## config.mk

```make
export PLATFORM = sky130hd
export DESIGN_NAME = triangle_setup
export DESIGN_NICKNAME = d
export VERILOG_FILES = /design/src/rtl/raster_pkg.sv /design/src/rtl/tri_bbox.sv /design/src/rtl/triangle_setup.sv
export SDC_FILE = /design/constraint.sdc
export NUM_CORES = 2
export LEC_CHECK = 0
export CORE_MARGIN = 2
export CORE_UTILIZATION = 31
export CTS_CLUSTER_DIAMETER = 100
export CTS_CLUSTER_SIZE = 28
export DETAILED_ROUTE_END_ITERATION = 10
export GPL_TIMING_DRIVEN = 0
export PLACE_DENSITY = 0.56
export SYNTH_ARGS = -nofsm -noshare
export SYNTH_HDL_FRONTEND = slang
export SYNTH_HIERARCHICAL = 1
export SYNTH_SLANG_ARGS = --single-unit
```

## constraint.sdc

```tcl
create_clock -name clk_in -period 15.65 [get_ports clk_in]
set_input_delay 3.13 -clock clk_in [delete_from_list [all_inputs] [get_ports clk_in]]
set_output_delay 3.13 -clock clk_in [all_outputs]
set_load 0.01 [all_outputs]
```

## src/rtl/raster_pkg.sv

```systemverilog
// Shared raster types, status codes and vertex-index helper
// for the triangle setup slice.
package raster_pkg;

   localparam int RASTER_CW = 32;
   localparam int PIX_W     = RASTER_CW / 2;

   localparam logic [1:0] STATUS_OK        = 2'd0;
   localparam logic [1:0] STATUS_CULLED    = 2'd1;
   localparam logic [1:0] STATUS_OFFSCREEN = 2'd2;

   typedef logic signed [RASTER_CW-1:0] coord_t;

   typedef struct packed {
      coord_t inv_w;
      coord_t z;
      coord_t y;
      coord_t x;
   } screen_vert_t;

   typedef logic signed [PIX_W-1:0] pix_t;

   typedef enum logic [2:0] {
      ST_IDLE,
      ST_CONVERT,
      ST_MUL,
      ST_AREA,
      ST_CULL,
      ST_BBOX,
      ST_DONE
   } setup_state_t;

   function automatic logic [1:0] next_vert(input logic [1:0] i);
      return (i == 2'd2) ? 2'd0 : i + 2'd1;
   endfunction

endpackage

```

## src/rtl/tri_bbox.sv

```systemverilog
// Min/max of three pixel coordinates, clamped to [0, LIMIT-1],
// with a flag for spans lying wholly outside that range.
module tri_bbox
   import raster_pkg::*;
#(
   parameter int LIMIT = 320
) (
   input  pix_t             c0,
   input  pix_t             c1,
   input  pix_t             c2,
   output logic [PIX_W-1:0] lo,
   output logic [PIX_W-1:0] hi,
   output logic             offscreen
);

   localparam pix_t EDGE = pix_t'(LIMIT - 1);

   pix_t mn;
   pix_t mx;

   always_comb begin
      mn = (c0 < c1) ? c0 : c1;
      if (c2 < mn) mn = c2;
      mx = (c0 > c1) ? c0 : c1;
      if (c2 > mx) mx = c2;
      offscreen = mx[PIX_W-1] || (mn > EDGE);
      lo = mn[PIX_W-1] ? '0 : (mn > EDGE) ? EDGE : mn;
      hi = mx[PIX_W-1] ? '0 : (mx > EDGE) ? EDGE : mx;
   end

endmodule

```

## src/rtl/triangle_setup.sv

```systemverilog
// Triangle setup: edge functions, doubled area, culling and bbox.
// Optional BACKFACE_CULL_EN culls negative-area triangles instead of flipping them.
module triangle_setup
   import raster_pkg::*;
#(
   parameter int COORD_WIDTH = 32,
   parameter int FB_WIDTH    = 320,
   parameter int FB_HEIGHT   = 180
) (
   input  logic                                clk_in,
   input  logic                                rst_in,
   input  logic                                start,
   input  logic [2:0][3:0][COORD_WIDTH-1:0]    verts_in,
   output logic [2:0][2*COORD_WIDTH-1:0]       edge_a,
   output logic [2:0][2*COORD_WIDTH-1:0]       edge_b,
   output logic [2:0][2*COORD_WIDTH-1:0]       edge_c,
   output logic [2*COORD_WIDTH-1:0]            area2,
   output logic [COORD_WIDTH/2-1:0]            bbox_min_x,
   output logic [COORD_WIDTH/2-1:0]            bbox_max_x,
   output logic [COORD_WIDTH/2-1:0]            bbox_min_y,
   output logic [COORD_WIDTH/2-1:0]            bbox_max_y,
   output logic [2:0][COORD_WIDTH-1:0]         z_out,
   output logic [2:0][COORD_WIDTH-1:0]         inv_w_out,
   output logic                                valid,
   output logic                                busy,
   output logic [1:0]                          status,
   output logic                                done
);

   localparam int CW = COORD_WIDTH;
   localparam int PW = CW / 2;
   localparam int EW = 2 * CW;
   localparam logic [2:0] MUL_LAST = 3'd5;

   setup_state_t state_q, state_d;

   logic [2:0]           cnt_q;
   pix_t                 px_q [3];
   pix_t                 py_q [3];
   logic signed [EW-1:0] a_q [3];
   logic signed [EW-1:0] b_q [3];
   logic signed [EW-1:0] c_q [3];
   logic signed [EW-1:0] area_q;
   logic [1:0]           status_q;

   logic [1:0]           e_idx, j_idx, k_idx;
   logic [1:0]           ma_idx, mb_idx;
   pix_t                 mul_a, mul_b;
   logic signed [CW-1:0] prod;
   logic signed [EW-1:0] prod_acc;

   logic [PW-1:0] xlo, xhi, ylo, yhi;
   logic          xoff, yoff;

   // Shared multiplier: even count takes +x_j*y_k, odd takes -x_k*y_j
   always_comb begin
      e_idx    = cnt_q[2:1];
      j_idx    = next_vert(e_idx);
      k_idx    = next_vert(j_idx);
      ma_idx   = cnt_q[0] ? k_idx : j_idx;
      mb_idx   = cnt_q[0] ? j_idx : k_idx;
      mul_a    = px_q[ma_idx];
      mul_b    = py_q[mb_idx];
      prod     = CW'(mul_a) * CW'(mul_b);
      prod_acc = cnt_q[0] ? -EW'(prod) : EW'(prod);
   end

   tri_bbox #(.LIMIT(FB_WIDTH)) u_bbox_x (
      .c0(px_q[0]), .c1(px_q[1]), .c2(px_q[2]),
      .lo(xlo), .hi(xhi), .offscreen(xoff)
   );

   tri_bbox #(.LIMIT(FB_HEIGHT)) u_bbox_y (
      .c0(py_q[0]), .c1(py_q[1]), .c2(py_q[2]),
      .lo(ylo), .hi(yhi), .offscreen(yoff)
   );

   always_ff @(posedge clk_in) begin
      if (rst_in) state_q <= ST_IDLE;
      else        state_q <= state_d;
   end

   always_comb begin
      state_d = state_q;
      unique case (state_q)
         ST_IDLE:    if (start) state_d = ST_CONVERT;
         ST_CONVERT: state_d = ST_MUL;
         ST_MUL:     if (cnt_q == MUL_LAST) state_d = ST_AREA;
         ST_AREA:    state_d = ST_CULL;
         ST_CULL:    state_d = ST_BBOX;
         ST_BBOX:    state_d = ST_DONE;
         ST_DONE:    state_d = ST_IDLE;
         default:    state_d = ST_IDLE;
      endcase
   end

   always_comb begin
      busy  = (state_q != ST_IDLE);
      done  = (state_q == ST_DONE);
      valid = done && (status_q == STATUS_OK);
   end

   always_ff @(posedge clk_in) begin
      if (rst_in) begin
         cnt_q      <= '0;
         area_q     <= '0;
         status_q   <= STATUS_OK;
         bbox_min_x <= '0;
         bbox_max_x <= '0;
         bbox_min_y <= '0;
         bbox_max_y <= '0;
         z_out      <= '0;
         inv_w_out  <= '0;
         for (int i = 0; i < 3; i++) begin
            px_q[i] <= '0;
            py_q[i] <= '0;
            a_q[i]  <= '0;
            b_q[i]  <= '0;
            c_q[i]  <= '0;
         end
      end else begin
         unique case (state_q)
            ST_IDLE: if (start) begin
               for (int i = 0; i < 3; i++) begin
                  px_q[i]      <= verts_in[i][0][CW-1:PW];
                  py_q[i]      <= verts_in[i][1][CW-1:PW];
                  z_out[i]     <= verts_in[i][2];
                  inv_w_out[i] <= verts_in[i][3];
               end
            end
            ST_CONVERT: begin
               cnt_q <= '0;
               for (int i = 0; i < 3; i++) begin
                  a_q[i] <= EW'(py_q[(i+1)%3]) - EW'(py_q[(i+2)%3]);
                  b_q[i] <= EW'(px_q[(i+2)%3]) - EW'(px_q[(i+1)%3]);
                  c_q[i] <= '0;
               end
            end
            ST_MUL: begin
               c_q[e_idx] <= c_q[e_idx] + prod_acc;
               cnt_q      <= cnt_q + 3'd1;
            end
            ST_AREA: area_q <= c_q[0] + c_q[1] + c_q[2];
            ST_CULL: begin
               status_q <= STATUS_OK;
               if (area_q == '0) begin
                  status_q <= STATUS_CULLED;
               end else if (area_q[EW-1]) begin
`ifdef BACKFACE_CULL_EN
                  status_q <= STATUS_CULLED;
`else
                  area_q <= -area_q;
                  for (int i = 0; i < 3; i++) begin
                     a_q[i] <= -a_q[i];
                     b_q[i] <= -b_q[i];
                     c_q[i] <= -c_q[i];
                  end
`endif
               end
            end
            ST_BBOX: begin
               bbox_min_x <= xlo;
               bbox_max_x <= xhi;
               bbox_min_y <= ylo;
               bbox_max_y <= yhi;
               if (status_q != STATUS_CULLED && (xoff || yoff))
                  status_q <= STATUS_OFFSCREEN;
            end
            default: ;
         endcase
      end
   end

   always_comb begin
      for (int i = 0; i < 3; i++) begin
         edge_a[i] = a_q[i];
         edge_b[i] = b_q[i];
         edge_c[i] = c_q[i];
      end
      area2  = area_q;
      status = status_q;
   end

endmodule

```

==> impl_metrics.toml <==
[final_layout]
drive_gt1_share_pct = 4.62
area_growth_pct = 24.7
final_cell_mix = "clkdlybuf4s50_1, nand2_1, edfxtp_1"
final_cells = 13200
nets = 10900
mostFrequentLayoutCell = "clkdlybuf4s50_1"

[cts]
cts_tree = "yes"
root_buffer = "clkbuf_16"
clkSlewWorstSetupHoldPaths_ns = 0.10
ctsHtreeMaxLevel = 3
cts_inserted_buffers = 72
post_cts_buffers = 0
clk_latency_ns = 0.80
cts_hold_buf = 0
cts.sinks = 1066
cts_buffer_depth = 3

[logic_synthesis]
async_flop_share_pct = 0
synth_top_flop_cell = "edfxtp_1"
ys_ff_latch = 1066
ys_warn_count = 6
postSynthCellCount = 8429
synth_cell_types = 113
synth-edff-count = 736
synthesis.area_sq_um = 79900
yosysSeqAreaShare_pct = 35.9
avgSynthCellArea_sq_um = 9.48

[drt]
drc_errors = 0
final_antenna_net_count = 0
wire_per_inst_um = 30.0
num_vias = 73600
drt-initial-drc-count = 8039
vias_per_cell = 5.57
firstDrtPassIters = 7
postRouteWirelength_um = 396000

[outcome]
status = "finished, violations left"
violations = "max-capacitance violations, max-slew violations"

[floorplanning]
die_y_um = 512
die_area_sq_um = 262000
coreArea_sq_um = 257000
die_w_um = 512
row_count = 186
start_util_pct = 31.1
pin_count = 1288

[setup_path]
reg2regPathDepth = 47
slowest_stage = "or4_1"
critPathKind = "flip-flop to flip-flop"
cp-end-kind = "flip-flop"
r2r_slack_ns = 0.76
crit_path_start = "cnt_q[1]"
crit_path_start_kind = "flip-flop"
path_depth = 47
cp_common_cell = "fa_1"
cpPeakStageDelay_ns = 0.66
reg2reg_to = "c_q[1][62]"
cp_top_family = "adder cells"
arrival_ns = 15.53
cp_num_buf_inv = 14
cp_data_required_time_ns = 16.29
endpoint = "c_q[1][62]"
cp_max_fo = 10
r2r-start = "cnt_q[1]"

[place]
gp_congestion = 1.01
pre_cts_ws_ns = -1.29
dp_hpwl_um = 324000
placement.io_buffers = 1191
placedCellCount = 13000

[global_routing]
grt_pass1_vias = 71000
grt_overflow_total = 0
antenna_found_initial = 80
grt_pass1_wl_um = 551000
grt_start_max_net_pins = 128
track_usage_pct = 29.3

[power_and_ir_drop]
power.leakage_nw = 39.1
cellPowerDensity_nw_per_um2 = 275
finalPower_w = 0.0274
worst_ir_drop_vdd_uv = 577

[min_path]
whs_path_depth = 2
min_path_type = "flip-flop to flip-flop"

[sta]
hold_viol_final = 0
fmax_mhz = 67.2
finalSetupViolCount = 0
fin_ws_ns = 0.760
tightest_slew_ns = 1.52
final.setup.tns_ns = 0
fin_worst_skew_ns = 0.0594
finalCritPeriodShare_pct = 95.1
final-max-slew-violation-count = 10
rsz0062_at_grt = "false"
slew_headroom_pct = -1.62
finalCriticalPeriod_ns = 14.89

[run]
drv_cap = 1
==> layer usage <==
metal	part of all wire [%]	global-route usage (%)	vias up
met5	0.077	0	-
met4	5.3	13.2	52
met3	10	9.04	673
met2	46	48.1	3787
met1	38	35.1	36400
li1	-	-	32800
==> how the worst min path moves through the flow <==
stage	startpoint	to	slack, ns
2_1_floorplan	bbox_max_x[0]	bbox_max_x[0]	0.48
3_3_place_gp	bbox_min_x[10]	bbox_min_x[10]	0.45
3_5_place_dp	bbox_max_y[15]	bbox_max_y[15]	0.45
4_1_cts	bbox_max_y[15]	bbox_max_y[15]	0.46
5_1_grt	bbox_min_x[1]	bbox_min_x[1]	0.48
6_report	bbox_max_x[4]	bbox_max_x[4]	0.46
==> per-stage QoR <==
step           util [%]  instance area [sq um]  hold WS [ns]
2_1_floorplan         -                  80000         0.481
3_3_place_gp       37.5                  96200         0.445
3_5_place_dp       37.6                  96600         0.448
4_1_cts            38.8                  99500         0.461
5_1_grt            38.8                  99600         0.482
6_report           38.8                  99600         0.458
==> cells in the mapped netlist, types with 34 or more instances <==
library cell | instances | area share (%)
o31ai_1 | 34 | 0.32
nand4_1 | 70 | 0.55
and3_1 | 38 | 0.30
o21a_1 | 40 | 0.38
nor4_1 | 127 | 0.99
a211oi_1 | 62 | 0.58
a21oi_1 | 403 | 2.5
or2_2 | 46 | 0.36
o211ai_1 | 44 | 0.41
a31oi_1 | 38 | 0.30
fa_1 | 333 | 8.3
nor3_1 | 251 | 1.6
a21o_1 | 113 | 1.1
nor2_1 | 661 | 3.1
mux2i_1 | 85 | 1.1
dfxtp_1 | 330 | 8.3
o21bai_1 | 36 | 0.34
mux4_2 | 85 | 2.4
nand2b_1 | 91 | 0.71
or3_1 | 127 | 0.99
a22o_1 | 245 | 2.7
nand3_1 | 130 | 0.81
nand2_1 | 803 | 3.8
or4_1 | 71 | 0.67
clkbuf_1 | 325 | 1.5
o22ai_1 | 103 | 0.81
buf_1 | 40 | 0.19
xnor2_1 | 356 | 3.9
o21ai_0 | 630 | 3.9
nor2b_1 | 39 | 0.31
edfxtp_1 | 736 | 28
and2_1 | 127 | 0.99
ha_1 | 411 | 6.4
inv_1 | 611 | 2.9
xor2_1 | 411 | 4.5
==> repair_timing <==
item                       in CTS  in global routing
setup endpoints to repair      91                 36
gates cloned                    0                  0
gates resized for setup        13                 30
==> power breakdown <==
| group | switching [W] | total (W) | internal (W) |
|---|---|---|---|
| clock | 0.00136 | 0.00239 | 0.00102 |
| sequential | 0.000561 | 0.00453 | 0.00397 |
| combinational | 0.0138 | 0.0205 | 0.00669 |
==> sequential cells by signal, indices dropped and copies added, names as in the netlist, named ones only <==
name,cells
b_q,192
py_q,48
a_q,192
inv_w_out,96
z_out,96
bbox_max_x,16
bbox_max_y,16
status,2
cnt_q,3
bbox_min_y,16
area2,64
state_q,3
bbox_min_x,16
c_q,256
px_q,48
==> cells by family after synthesis <==
group / count (synthesis) / synth area share [%]
multiplexers: 194 / 3.83
buffers and inverters: 1022 / 5.02
AO/OA/AOI/OAI: 1955 / 15.8
XOR/XNOR: 767 / 8.41
other: 2 / 0.00940
AND/OR/NAND/NOR: 2679 / 16.3
flip-flops: 1066 / 35.9
adder cells (fa/ha/maj): 744 / 14.8
==> layout make-up <==
| cell class | instances | area, sq um |
|---|---|---|
| Fill cell | 25500 | 157000 |
| Clock inverter | 57 | 1060 |
| Tap cell | 3384 | 4230 |
| Timing Repair Buffer | 1206 | 12200 |
| Multi-Input combinational cell | 6369 | 47500 |
| Inverter | 612 | 2310 |
| Clock buffer | 73 | 1810 |
| Buffer | 410 | 1750 |
| Sequential cell | 1066 | 28700 |
| Antenna cell | 47 | 118 |
==> worst reg2reg max path, delay by kind of cell (launching register included) <==
| family | cells | cell delay [ns] |
|---|---|---|
| simple gates | 10 | 2.64 |
| mux | 1 | 0.43 |
| flops | 1 | 0.52 |
| compound gates | 11 | 3.16 |
| xor+xnor | 2 | 0.57 |
| buf+inv | 14 | 3.42 |
| fa+ha+maj | 9 | 3.99 |
Note: power is estimated with default switching activity, not from simulation.
